**config.mk**
```make
export PLATFORM = sky130hd
export DESIGN_NAME = serial_add_sequencer_flat
export DESIGN_NICKNAME = d
export VERILOG_FILES = /design/src/rtl/serial_add_sequencer_pkg.sv /design/src/rtl/serial_add_sequencer_if.sv /design/src/rtl/serial_add_sequencer_adder_slice_4.sv /design/src/rtl/serial_add_sequencer.sv /design/src/flat_wrapper.sv
export SDC_FILE = /design/constraint.sdc
export NUM_CORES = 1
export LEC_CHECK = 0
export CORE_ASPECT_RATIO = 0.9
export CORE_MARGIN = 2
export CORE_UTILIZATION = 30
export CTS_CLUSTER_SIZE = 25
export DETAILED_ROUTE_END_ITERATION = 8
export PLACE_DENSITY = 0.53
export SLEW_MARGIN = 20
export SYNTH_ARGS = -nofsm -noshare
export SYNTH_HDL_FRONTEND = slang
export SYNTH_SLANG_ARGS = --single-unit
```
**constraint.sdc**
```tcl
create_clock -name clk -period 2.34 [get_ports clk]
set_input_delay 0.702 -clock clk [delete_from_list [all_inputs] [get_ports clk]]
set_output_delay 0.702 -clock clk [all_outputs]
set_load 0.02 [all_outputs]
```
**src/rtl/serial_add_sequencer_pkg.sv**
```systemverilog
`default_nettype none
// ============================================================================
// Module   : serial_add_sequencer_pkg
// Purpose  : Shared definitions for the nibble-serial adder sequencer:
//            slice width, FSM state encoding and a counter-width helper.
// Ports    : none (package)
// Revision : 1.0 - initial release
// ============================================================================
package serial_add_sequencer_pkg;

   // Width of the single adder slice that is reused every cycle.
   localparam int SLICE_W = 4;

   // 2'd3 is never entered; the FSM treats it exactly like IDLE.
   typedef enum logic [1:0] {
      ST_IDLE = 2'd0,
      ST_RUN  = 2'd1,
      ST_DONE = 2'd2
   } state_e;

   // Slice counter width: max(1, clog2(nslice)).
   function automatic int calc_cnt_w(input int nslice);
      return (nslice > 1) ? $clog2(nslice) : 1;
   endfunction

endpackage : serial_add_sequencer_pkg
`default_nettype wire

```
**src/rtl/serial_add_sequencer_if.sv**
```systemverilog
`default_nettype none
// ============================================================================
// Module   : serial_add_sequencer_if
// Purpose  : Operand/result handshake bundle for serial_add_sequencer.
// Signals  : in_valid/in_ready/in_a/in_b/in_cin  - operand channel
//            out_valid/out_ready/sum/cout          - result channel
//            busy                                  - sequencer status
// Modports : slave  - the sequencer side
//            master - the producer/consumer side
// Revision : 1.0 - initial release
// ============================================================================
interface serial_add_sequencer_if #(
   parameter int WIDTH = 16
);
   logic             in_valid;
   logic             in_ready;
   logic [WIDTH-1:0] in_a;
   logic [WIDTH-1:0] in_b;
   logic             in_cin;
   logic             out_valid;
   logic             out_ready;
   logic [WIDTH-1:0] sum;
   logic             cout;
   logic             busy;

   modport slave (
      input  in_valid, in_a, in_b, in_cin, out_ready,
      output in_ready, out_valid, sum, cout, busy
   );

   modport master (
      output in_valid, in_a, in_b, in_cin, out_ready,
      input  in_ready, out_valid, sum, cout, busy
   );
endinterface : serial_add_sequencer_if
`default_nettype wire

```
**src/rtl/serial_add_sequencer_adder_slice_4.sv**
```systemverilog
`default_nettype none
// ============================================================================
// Module   : full_adder / adder_slice_4
// Purpose  : One-bit full adder cell and the 4-bit ripple slice built from
//            four of them. The slice is the only arithmetic in the sequencer.
// Ports    : a_i, b_i   - slice operands
//            cin_i      - carry into bit 0
//            sum_o      - slice sum
//            cout_o     - carry out of the top bit
// Revision : 1.0 - initial release
// ============================================================================
module full_adder (
   input  wire logic a_i,
   input  wire logic b_i,
   input  wire logic cin_i,
   output logic      sum_o,
   output logic      cout_o
);
   assign sum_o  = a_i ^ b_i ^ cin_i;
   assign cout_o = (a_i & b_i) | (cin_i & (a_i ^ b_i));
endmodule : full_adder

module adder_slice_4
   import serial_add_sequencer_pkg::*;
(
   input  wire logic [SLICE_W-1:0] a_i,
   input  wire logic [SLICE_W-1:0] b_i,
   input  wire logic               cin_i,
   output logic      [SLICE_W-1:0] sum_o,
   output logic                    cout_o
);
   // w_carry[i] is the carry into bit i; w_carry[SLICE_W] leaves the slice.
   logic [SLICE_W:0] w_carry;

   assign w_carry[0] = cin_i;

   for (genvar i = 0; i < SLICE_W; i++) begin : g_fa
      full_adder u_fa (
         .a_i    (a_i[i]),
         .b_i    (b_i[i]),
         .cin_i  (w_carry[i]),
         .sum_o  (sum_o[i]),
         .cout_o (w_carry[i+1])
      );
   end

   assign cout_o = w_carry[SLICE_W];
endmodule : adder_slice_4
`default_nettype wire

```
**src/rtl/serial_add_sequencer.sv**
```systemverilog
`default_nettype none
// ============================================================================
// Module   : serial_add_sequencer
// Purpose  : Computes WIDTH-bit A+B+cin by running one 4-bit adder slice over
//            the operands, one nibble per cycle, LSB first. The carry is held
//            in a register between slices.
// Ports    : clk    - rising-edge clock
//            rst_n  - asynchronous active-low reset
//            bus    - operand/result handshake (serial_add_sequencer_if.slave)
//                     in_valid/in_ready/in_a/in_b/in_cin in,
//                     out_valid/out_ready/sum/cout out, busy status
// Revision : 1.0 - initial release
// ============================================================================
module serial_add_sequencer
   import serial_add_sequencer_pkg::*;
#(
   parameter int WIDTH = 16
) (
   input  wire logic             clk,
   input  wire logic             rst_n,
   serial_add_sequencer_if.slave bus
);

   localparam int NSLICE = WIDTH / SLICE_W;
   localparam int CNT_W  = calc_cnt_w(NSLICE);
   localparam logic [CNT_W-1:0] LAST_CNT = CNT_W'(NSLICE - 1);

   // ---------------------------------------------------------------------
   // Elaboration-time parameter checks
   // ---------------------------------------------------------------------
   if ((WIDTH < SLICE_W) || ((WIDTH % SLICE_W) != 0)) begin : g_bad_width
      $error("serial_add_sequencer: WIDTH must be a multiple of 4 and >= 4");
   end

   if ($bits(bus.sum) != WIDTH) begin : g_bad_if_width
      $error("serial_add_sequencer: interface WIDTH does not match module WIDTH");
   end

   // ---------------------------------------------------------------------
   // State
   // ---------------------------------------------------------------------
   state_e           state_q, state_d;
   logic [CNT_W-1:0] cnt_q,   cnt_d;
   logic             carry_q, carry_d;
   logic [WIDTH-1:0] a_q,     a_d;
   logic [WIDTH-1:0] b_q,     b_d;
   logic [WIDTH-1:0] sum_q,   sum_d;
   logic             cout_q,  cout_d;

   // ---------------------------------------------------------------------
   // Single reused adder slice, fed from the operand LSB nibbles
   // ---------------------------------------------------------------------
   logic [SLICE_W-1:0] w_slice_sum;
   logic               w_slice_cout;

   adder_slice_4 u_slice (
      .a_i    (a_q[SLICE_W-1:0]),
      .b_i    (b_q[SLICE_W-1:0]),
      .cin_i  (carry_q),
      .sum_o  (w_slice_sum),
      .cout_o (w_slice_cout)
   );

   // Shifted register values for one RUN step. A single-slice build has
   // nothing to shift, so it gets its own branch to avoid empty slices.
   logic [WIDTH-1:0] w_a_shift;
   logic [WIDTH-1:0] w_b_shift;
   logic [WIDTH-1:0] w_sum_shift;

   if (NSLICE == 1) begin : g_single_slice
      assign w_a_shift   = '0;
      assign w_b_shift   = '0;
      assign w_sum_shift = w_slice_sum;
   end else begin : g_multi_slice
      // Operands shift right; each new result nibble enters at the top so
      // that after NSLICE steps the first nibble has reached bit 0.
      assign w_a_shift   = {{SLICE_W{1'b0}}, a_q[WIDTH-1:SLICE_W]};
      assign w_b_shift   = {{SLICE_W{1'b0}}, b_q[WIDTH-1:SLICE_W]};
      assign w_sum_shift = {w_slice_sum, sum_q[WIDTH-1:SLICE_W]};
   end

   // ---------------------------------------------------------------------
   // Sequential state
   // ---------------------------------------------------------------------
   always_ff @(posedge clk or negedge rst_n) begin
      if (!rst_n) begin
         state_q <= ST_IDLE;
         cnt_q   <= '0;
         carry_q <= 1'b0;
         a_q     <= '0;
         b_q     <= '0;
         sum_q   <= '0;
         cout_q  <= 1'b0;
      end else begin
         state_q <= state_d;
         cnt_q   <= cnt_d;
         carry_q <= carry_d;
         a_q     <= a_d;
         b_q     <= b_d;
         sum_q   <= sum_d;
         cout_q  <= cout_d;
      end
   end

   // ---------------------------------------------------------------------
   // Next-state logic
   // ---------------------------------------------------------------------
   always_comb begin
      state_d = state_q;
      cnt_d   = cnt_q;
      carry_d = carry_q;
      a_d     = a_q;
      b_d     = b_q;
      sum_d   = sum_q;
      cout_d  = cout_q;

      case (state_q)
         ST_RUN: begin
            a_d     = w_a_shift;
            b_d     = w_b_shift;
            sum_d   = w_sum_shift;
            carry_d = w_slice_cout;
            cnt_d   = cnt_q + 1'b1;
            if (cnt_q == LAST_CNT) begin
               // Final slice: the carry out becomes the visible cout.
               cout_d  = w_slice_cout;
               cnt_d   = '0;
               state_d = ST_DONE;
            end
         end

         ST_DONE: begin
            // sum/cout are left untouched so they persist into IDLE.
            if (bus.out_ready) begin
               state_d = ST_IDLE;
            end
         end

         default: begin
            // IDLE, and the unused encoding which behaves as IDLE.
            state_d = ST_IDLE;
            if (bus.in_valid) begin
               a_d     = bus.in_a;
               b_d     = bus.in_b;
               carry_d = bus.in_cin;
               cnt_d   = '0;
               state_d = ST_RUN;
            end
         end
      endcase
   end

   // ---------------------------------------------------------------------
   // Outputs: decoded from registers only, so no input-to-output path.
   // ---------------------------------------------------------------------
   assign bus.in_ready  = (state_q != ST_RUN) && (state_q != ST_DONE);
   assign bus.out_valid = (state_q == ST_DONE);
   assign bus.busy      = (state_q == ST_RUN) || (state_q == ST_DONE);
   assign bus.sum       = sum_q;
   assign bus.cout      = cout_q;

endmodule : serial_add_sequencer
`default_nettype wire

```
**src/flat_wrapper.sv**
```systemverilog
// flat-port wrapper written by rule: the top's interface ports become plain ports
module serial_add_sequencer_flat import serial_add_sequencer_pkg::*;
#(
   parameter int WIDTH = 16
)
  (clk, rst_n, bus_in_valid, bus_in_a, bus_in_b, bus_in_cin, bus_out_ready, bus_in_ready, bus_out_valid, bus_sum, bus_cout, bus_busy);
  serial_add_sequencer_if #(.WIDTH(WIDTH)) bus_i ();
  input  wire logic clk;
  input  wire logic rst_n;
  input wire logic [$bits(bus_i.in_valid)-1:0] bus_in_valid;
  input wire logic [$bits(bus_i.in_a)-1:0] bus_in_a;
  input wire logic [$bits(bus_i.in_b)-1:0] bus_in_b;
  input wire logic [$bits(bus_i.in_cin)-1:0] bus_in_cin;
  input wire logic [$bits(bus_i.out_ready)-1:0] bus_out_ready;
  output wire logic [$bits(bus_i.in_ready)-1:0] bus_in_ready;
  output wire logic [$bits(bus_i.out_valid)-1:0] bus_out_valid;
  output wire logic [$bits(bus_i.sum)-1:0] bus_sum;
  output wire logic [$bits(bus_i.cout)-1:0] bus_cout;
  output wire logic [$bits(bus_i.busy)-1:0] bus_busy;
  assign bus_i.in_valid = bus_in_valid;
  assign bus_i.in_a = bus_in_a;
  assign bus_i.in_b = bus_in_b;
  assign bus_i.in_cin = bus_in_cin;
  assign bus_i.out_ready = bus_out_ready;
  assign bus_in_ready = bus_i.in_ready;
  assign bus_out_valid = bus_i.out_valid;
  assign bus_sum = bus_i.sum;
  assign bus_cout = bus_i.cout;
  assign bus_busy = bus_i.busy;
  serial_add_sequencer #(.WIDTH(WIDTH)) u_core (.clk(clk), .rst_n(rst_n), .bus(bus_i));
endmodule
```
# After elaboration in Yosys (flattened, before gate mapping)
# Index checks and enable logic that the tools add are counted.
[classes]
bitwise = 21
muxes = 13
n_eq_ne = 7
n_addsub = 1
n_reduce_logical = 6
[op_table]
columns = ["cell", "n"]
rows = [
  ["case mux 16 bit (2 select lines)", 2],
  ["two-way mux 16 bit", 2],
  ["AND 1 bit", 8],
  ["two-way mux 2 bit", 4],
  ["case mux 2 bit (2 select lines)", 2],
  ["XOR 1 bit", 8],
  ["AND reduction 2 bit", 3],
  ["== test 2 bit, second input constant", 2],
  ["!= test 2 x 1 -> 1 bit, second input constant", 2],
  ["!= test 2 bit, second input constant", 2],
  ["OR 1 bit", 4],
  ["adder 2 x 1 -> 2 bit, second input constant", 1],
  ["== test 2 x 1 -> 1 bit, second input constant", 1],
  ["two-way mux 1 bit", 2],
  ["case mux 1 bit (2 select lines)", 1],
  ["nonzero test 2 bit", 1],
  ["logical AND 1 bit", 1],
  ["logical OR 1 bit", 1],
  ["inverter 1 bit", 1],
]
[totals]
reg_bits = 54
out_inout_bits = 20

# Longest topological paths before layout
# Gate-level depths: netlist (run 1).
[logic_depth]
depth_word = 10
depth_mapped = 10

# By module
# Synthesis (run 1) repeated with hierarchy kept, for this count alone.
[hier_totals]
cells_unflattened = 205
hier_area_um2 = 2433.6
[by_module_without_submodules]
columns = ["mod", "seq_area_each_um2", "area_each_um2", "cells_each", "n_inst"]
rows = [
  ["serial_add_sequencer", 1351.3, 2353.5, 201, 1],
  ["full_adder", 0.0, 20.0, 1, 4],
]

# Worst setup path after synthesis (run 1)
# Ideal clock, no wire load.
[synth_path]
path_kind = "flip-flop to flip-flop"
from = "register u_core.b_q[0]"
to = "register u_core.sum_q[15] (netlist: u_core.bus.sum[15])"
t_required_ns = 2.257
path_buffers = 0
setup_ns = 0.083
t_arrival_ns = 1.961
setup_slack_ns = 0.296
stages_incl_launch_ff = 9
cell_sequence = "dfrtp_1 fa_1 inv_1 fa_1 inv_1 fa_1 inv_1 fa_1 o21ai_0"
[synth_via]
elab_chain_len = 8
[synth_lines]
columns = ["element", "line", "rtl"]
rows = [
  ["start, declared", "serial_add_sequencer.sv:46", "logic [WIDTH-1:0] b_q, b_d;"],
  ["start signal, assigned", "serial_add_sequencer.sv:91", "b_q <= '0;"],
  ["start signal, assigned", "serial_add_sequencer.sv:99", "b_q <= b_d;"],
  ["XOR 1 bit", "serial_add_sequencer_adder_slice_4.sv:20", "assign cout_o = (a_i & b_i) | (cin_i & (a_i ^ b_i));"],
  ["AND 1 bit", "serial_add_sequencer_adder_slice_4.sv:20", ""],
  ["OR 1 bit (*)", "serial_add_sequencer_adder_slice_4.sv:20", ""],
  ["AND 1 bit (*)", "serial_add_sequencer_adder_slice_4.sv:20", ""],
  ["OR 1 bit (*)", "serial_add_sequencer_adder_slice_4.sv:20", ""],
  ["AND 1 bit (*)", "serial_add_sequencer_adder_slice_4.sv:20", ""],
  ["OR 1 bit (*)", "serial_add_sequencer_adder_slice_4.sv:20", ""],
  ["XOR 1 bit (*)", "serial_add_sequencer_adder_slice_4.sv:19", "assign sum_o = a_i ^ b_i ^ cin_i;"],
  ["end signal, assigned", "serial_add_sequencer.sv:100", "sum_q <= sum_d;"],
  ["end, declared", "serial_add_sequencer.sv:47", "logic [WIDTH-1:0] sum_q, sum_d;"],
]
# Mark *: on every way between the ends. The rest lies on a longest branch, timed or not.
# A chain may end at the register's enable or synchronous reset.

# Worst setup path after layout (run 1)
[layout_path]
from = "register u_core.state_q[0]"
to = "output port bus_busy"
[layout_via]
elab_chain_len = 2
[layout_lines]
columns = ["element", "line", "rtl"]
rows = [
  ["start, declared", "serial_add_sequencer.sv:42", "state_e state_q, state_d;"],
  ["start signal, assigned", "serial_add_sequencer.sv:95", "state_q <= state_d;"],
  ["== test 2 x 1 -> 1 bit or == test 2 bit (tied branches)", "serial_add_sequencer.sv:158", "assign bus.busy = (state_q == ST_RUN) || (state_q == ST_DONE);"],
  ["logical OR 1 bit (*)", "serial_add_sequencer.sv:158", ""],
  ["end, declared", "flat_wrapper.sv:19", "output wire logic [$bits(bus_i.busy)-1:0] bus_busy;"],
]
# Marked as above.

==> impl_metrics.env, run 1 <==
export IMPL_synth_compound_area_share_pct=11.0
export IMPL_gp_congestion=0.740
export IMPL_drc=0
export IMPL_finalHoldViolations=0
export IMPL_setup_tns_ns=0
export IMPL_h_tree_depth=2
export IMPL_clock_fmax_mhz=470
export IMPL_core_area_um2=8110
export IMPL_hold_class="in2async"
export IMPL_criticalPathCategory="reg2out"
export IMPL_ctsRootBufferMaster="clkbuf_8"
export IMPL_layout_drive_gt1_share_pct=12.6
export IMPL_dp_cells=369
export IMPL_cp_max_fo=3
export IMPL_maxCapViolations=0
export IMPL_clkLatencyLatePin_ns=0.31
export IMPL_grt_pass1_vias=1754
export IMPL_antenna_found_initial=0
export IMPL_finalWirelength_mm=4.92
export IMPL_synthAdderAreaFrac_pct=4.66
export IMPL_synth_cell_types=24
export IMPL_r2r_cells=8
export IMPL_syn_num_nets=265
export IMPL_grt_max_degree=45
export IMPL_dieArea_um2=9160
export IMPL_synth_top_family_by_area="multiplexers"
export IMPL_slew_violations=0
export IMPL_yosys_mux_area_fraction_pct=16.6
export IMPL_cp_start_kind="register"
export IMPL_synth_area_per_cell_um2=11.4
export IMPL_period_minus_slack_ns=2.13
export IMPL_max_slew_worst_pin_slew_ns=0.527
export IMPL_cts_resized=2
export IMPL_die_x_um=101
export IMPL_synth_area_um2=2520
export IMPL_placed_cell_area_um2=3170
export IMPL_dieHeight_um=91.0
export IMPL_num_vias=1728
export IMPL_cts_setup_buffers=0
export IMPL_grt_overflow=0
export IMPL_synth_xor_area_share_pct=0
export IMPL_fin_ws_ns=0.210
export IMPL_cts_sinks=54
export IMPL_drt_iter0_markers=54
export IMPL_portBuffers=56
export IMPL_synth_simple_area_share_pct=7.74
export IMPL_rows=31
export IMPL_grt_total_usage_pct=11.9
export IMPL_initial_core_util_pct=31.1
export IMPL_finish_instance_area_um2=3280
export IMPL_crit_arrival_ns=1.43
export IMPL_avgRoutedWirePerCell_um=13.0
export IMPL_max_vdd_ir_drop_v=0.000473
export IMPL_place_worst_setup_slack_ns=0.213
export IMPL_dp_hpwl_mm=3.54
export IMPL_setup_viol=0
export IMPL_r2r_end="u_core.bus.sum[15]"
export IMPL_io_pins=57
export IMPL_rsz0062_at_grt="false"
export IMPL_grt_pass1_wl_mm=8.76
export IMPL_final_cells=377
export IMPL_fin_worst_skew_ns=0.00828
export IMPL_area_delta_synth_final_pct=30.0
export IMPL_p_leak_nw=1.45
export IMPL_seq_area_frac_synth_pct=53.6
export IMPL_via_per_inst=4.58
export IMPL_clk_pin_slew_ns=0.10
export IMPL_first_pass_iters=4
export IMPL_cts_hold_buffers_added=0
export IMPL_cts_tree="yes"
export IMPL_multi_input_area_um2=1010
export IMPL_worstSetupEndpointType="output port"
export IMPL_ant_nets=0
export IMPL_synth_seq_cells=54
export IMPL_cts_inserted_buffers=5
export IMPL_slew_headroom_pct=64.9
export IMPL_num_fill_cells=814
export IMPL_nets=321
export IMPL_power_density_nw_per_um2=1250
export IMPL_fin_crit_sh_pct=91.0
export IMPL_reg2reg_slack_ns=0.21
export IMPL_clockBufferDepth=2
export IMPL_hold_worst_slack_ns=0.353
export IMPL_outcome="complete, no violations"
export IMPL_syn_inst=221
export IMPL_crit_required_ns=1.64
export IMPL_ys_warn_count=0
export IMPL_r2r_start="u_core.b_q[0]"
export IMPL_antenna_cells=0
export IMPL_final_seq_area_um2=1350
==> synthesized netlist by cell type <==
master	number	area (um2)
a21oi_1	2	10.0
a32o_1	1	10.0
a32oi_1	4	35.0
and2b_1	1	7.51
buf_12	1	20.0
buf_2	4	20.0
buf_4	6	45.0
buf_6	2	22.5
dfrtp_1	54	1350
fa_1	4	80.1
ha_1	3	37.5
inv_1	13	48.8
inv_4	1	6.26
mux2_2	14	158
mux2i_1	26	260
nand2_1	42	158
nor2_2	1	6.26
nor2_4	1	11.3
nor2b_1	2	12.5
o21a_1	1	7.51
o21ai_0	30	150
o21ai_1	6	30.0
o21bai_4	1	18.8
o41ai_2	1	16.3
==> where the power goes <==
part / switching [mW] / internal [mW]
Clock: 0.313 / 0.321
Sequential: 0.255 / 1.36
Combinational: 0.934 / 0.922
Total: 1.50 / 2.60
==> kinds of logic after synthesis <==
group                      count (synthesis)
DFF                                       54
adders and majority gates                  7
buffers and inverters                     27
muxes                                     40
AOI/OAI and AO/OA                         46
and+or+nand+nor                           47
==> metal layers <==
metal  vias to the layer above  routed length (um)  part of all wire, %  global-route usage, %
li1                        862                   -                    -                      -
met1                       813                2440                   50                   17.6
met2                        48                2110                   43                   16.7
met3                         5                 336                  6.8                   3.93
met4                         0                  37                 0.75                   2.74
met5                         -                   0                    0                      0
==> worst max-delay path, cell delays in order, from the launching register on <==
cell and delay, ns:
dfrtp_1 0.37, inv_1 0.06, ha_1 0.32, inv_1 0.06, dlygate4sd2_1 0.32
==> layout make-up <==
cell class / count / area share (%)
timing repair buffer: 62 / 19.1
tap: 99 / 3.78
multi-input combinational: 140 / 30.8
clock buffer: 5 / 2.10
sequential: 54 / 41.2
clock inverter: 3 / 1.34
inverter: 14 / 1.68
==> registers in the layout (all words and copies together) (netlist names) <==
name and count:
u_core.bus.sum 16, u_core.cnt_q 2, u_core.bus.cout 1, u_core.state_q 2
u_core.a_q 16, u_core.carry_q 1, u_core.b_q 16
==> worst max path at each step <==
stage	startpoint	end	slack, ns
detailed placement	u_core.b_q[0]	u_core.bus.sum[15]	0.21
global placement	u_core.b_q[0]	u_core.bus.sum[15]	0.25
CTS	u_core.state_q[0]	bus_out_valid	0.06
global route	u_core.b_q[0]	u_core.bus.sum[15]	0.08
finish	u_core.state_q[0]	bus_busy	0.21
floorplan	u_core.b_q[0]	u_core.bus.sum[15]	0.30
==> placed cells by master (no fill, tap or decap), types with 2 or more instances in the layout <==
cell / count
a21oi_1: 2
a32oi_1: 4
buf_12: 2
buf_4: 4
clkbuf_8: 5
clkdlybuf4s50_1: 52
dfrtp_1: 54
dlygate4sd2_1: 2
fa_1: 4
ha_1: 2
inv_1: 13
mux2_2: 14
mux2i_1: 26
nand2_1: 42
nor2b_1: 2
o21ai_0: 30
o21ai_1: 6
==> stage by stage <==
step                power [mW]  util, %
floorplan                 2.94        -
global placement          3.51     39.1
detailed placement        3.54     39.1
CTS                       4.17     40.4
global route              4.46     40.5
finish                    4.11     40.5
No activity file was read; power rests on OpenSTA's default activity.
==> inputs of run 2 (changes only) <==
--- a/config.mk
+++ b/config.mk
@@ -10,7 +10,10 @@
 export CORE_UTILIZATION = 30
 export CTS_CLUSTER_SIZE = 25
 export DETAILED_ROUTE_END_ITERATION = 8
-export PLACE_DENSITY = 0.53
+export DONT_BUFFER_PORTS = 1
+export HOLD_SLACK_MARGIN = 0.15
+export PLACE_DENSITY = 0.45
+export SKIP_CTS_REPAIR_TIMING = 1
 export SLEW_MARGIN = 20
 export SYNTH_ARGS = -nofsm -noshare
 export SYNTH_HDL_FRONTEND = slang
==> run 2 against run 1 <==
Net effect: cell area is 16% lower; register-to-register slack got worse by 0.03 ns; highest routed layer unchanged; combinational power fell by 30%; count of clock-buffer cells in the layout rose by 1.
==> impl_metrics.env, run 2 (same netlist as run 1, synthesis figures left out) <==
export IMPL_initial_core_util_pct=31.1
export IMPL_grt_total_usage_pct=11.5
export IMPL_clockBufferDepth=2
export IMPL_cp_max_fo=2
export IMPL_antenna_cells=0
export IMPL_finalHoldViolations=0
export IMPL_dieArea_um2=9160
export IMPL_io_pins=57
export IMPL_first_pass_iters=4
export IMPL_dieHeight_um=91.0
export IMPL_drt_iter0_markers=46
export IMPL_power_density_nw_per_um2=1420
export IMPL_via_per_inst=4.72
export IMPL_num_fill_cells=834
export IMPL_grt_pass1_wl_mm=8.21
export IMPL_cts_inserted_buffers=5
export IMPL_cts_tree="yes"
export IMPL_cp_start_kind="register"
export IMPL_power_internal_mw=2.43
export IMPL_antenna_found_initial=0
export IMPL_crit_arrival_ns=2.39
export IMPL_clk_pin_slew_ns=0.10
export IMPL_drc=0
export IMPL_die_x_um=101
export IMPL_p_leak_nw=1.21
export IMPL_crit_chain="fa_1 -> inv_1 -> fa_1 -> inv_1 -> fa_1 -> inv_1 -> fa_1 -> o21ai_0"
export IMPL_p_sw_mw=1.46
export IMPL_h_tree_depth=2
export IMPL_finish_instance_area_um2=2740
export IMPL_cts_sinks=54
export IMPL_ctsRootBufferMaster="clkbuf_8"
export IMPL_gp_congestion=0.662
export IMPL_clkLatencyLatePin_ns=0.31
export IMPL_setup_tns_ns=0
export IMPL_slew_violations=0
export IMPL_criticalPathCategory="reg2reg"
export IMPL_cp_slowest_cell="fa_1"
export IMPL_slew_headroom_pct=32.6
export IMPL_crit_required_ns=2.57
export IMPL_portBuffers=0
export IMPL_dp_hpwl_mm=3.20
export IMPL_outcome="complete, no violations"
export IMPL_ant_nets=0
export IMPL_final_common_cell="dfrtp_1"
export IMPL_num_vias=1501
export IMPL_layout_drive_gt1_share_pct=14.2
export IMPL_pwr_share_seq_pct=46.8
export IMPL_pwr_share_comb_pct=33.4
export IMPL_final_cell_mix="dfrtp_1 (54), nand2_1 (42), o21ai_0 (30), mux2i_1 (26), mux2_2 (14)"
export IMPL_rows=31
export IMPL_hold_class="in2async"
export IMPL_fin_worst_skew_ns=0.00745
export IMPL_avgRoutedWirePerCell_um=15.4
export IMPL_max_slew_worst_pin_slew_ns=1.01
export IMPL_slowest_delay_ns=0.43
export IMPL_core_area_um2=8110
export IMPL_fin_crit_sh_pct=92.1
export IMPL_crit_top_cell="fa_1"
export IMPL_reg2reg_slack_ns=0.18
export IMPL_maxCapViolations=0
export IMPL_period_minus_slack_ns=2.16
export IMPL_finalWirelength_mm=4.89
export IMPL_placed_cell_area_um2=2570
export IMPL_nets=262
export IMPL_worstSetupEndpointType="register"
export IMPL_grt_overflow=0
export IMPL_clock_fmax_mhz=464
export IMPL_setup_viol=0
export IMPL_max_vdd_ir_drop_v=0.000642
export IMPL_grt_pass1_vias=1615
export IMPL_area_delta_synth_final_pct=8.58
export IMPL_swShare_pct=37.5
export IMPL_grt_max_degree=55
export IMPL_pwr_share_clk_pct=19.8
export IMPL_rsz0062_at_grt="false"
run 2: layout make-up:
type,count,area [um2],share of cell area [%]
timing repair buffer,3,55.1,2.01
sequential,54,1350,49.3
tap,99,124,4.52
multi-input combinational,140,1010,36.9
clock buffer,6,82.6,3.02
clock inverter,2,60.1,2.19
inverter,14,55.1,2.01
run 2: power groups by stage:
stage | registers (mW) | clock network [mW] | logic, mW
3_3_place_gp | 1.83 | 0 | 1.28
2_1_floorplan | 1.76 | 0 | 1.18
6_report | 1.82 | 0.769 | 1.30
5_1_grt | 1.89 | 0.822 | 1.49
4_1_cts | 1.83 | 0.798 | 1.30
3_5_place_dp | 1.85 | 0 | 1.29
run 2: path summary, 6_finish.rpt:
kind,from,end,cells past startpoint
min in group clk,u_core.b_q[5],u_core.b_q[5],2
setup / recovery,u_core.b_q[0],u_core.bus.sum[15],8
setup reg to reg,u_core.b_q[0],u_core.bus.sum[15],8
max in group asynchronous,rst_n,u_core.a_q[3],1
hold / removal,rst_n,u_core.a_q[9],1
hold reg to reg,u_core.b_q[5],u_core.b_q[5],2
run 2: worst max-delay path: cells and delay by family (launching register included):
family / cells / cell delay, ns
DFF: 1 / 0.42
AOI/OAI and AO/OA: 1 / 0.15
adders and majority gates: 4 / 1.33
buffers and inverters: 3 / 0.20
run 2: metrics by stage:
step	setup slack [ns]	hold WS (ns)	total power, mW	cells	util, %
finish	0.184	0.244	3.89	318	33.8
global route	0.0749	0.250	4.21	318	33.8
global placement	0.239	0.409	3.11	309	31.7
detailed placement	0.223	0.410	3.14	309	31.7
CTS	0.182	0.0607	3.94	317	33.4
floorplan	0.296	0.406	2.94	221	-
run 2: routing by layer:
metal / wire length (um) / GRT usage [%]
met1: 2360 / 15.1
met5: 0 / 0
met3: 338 / 4.39
met4: 46 / 3.42
met2: 2150 / 17.5
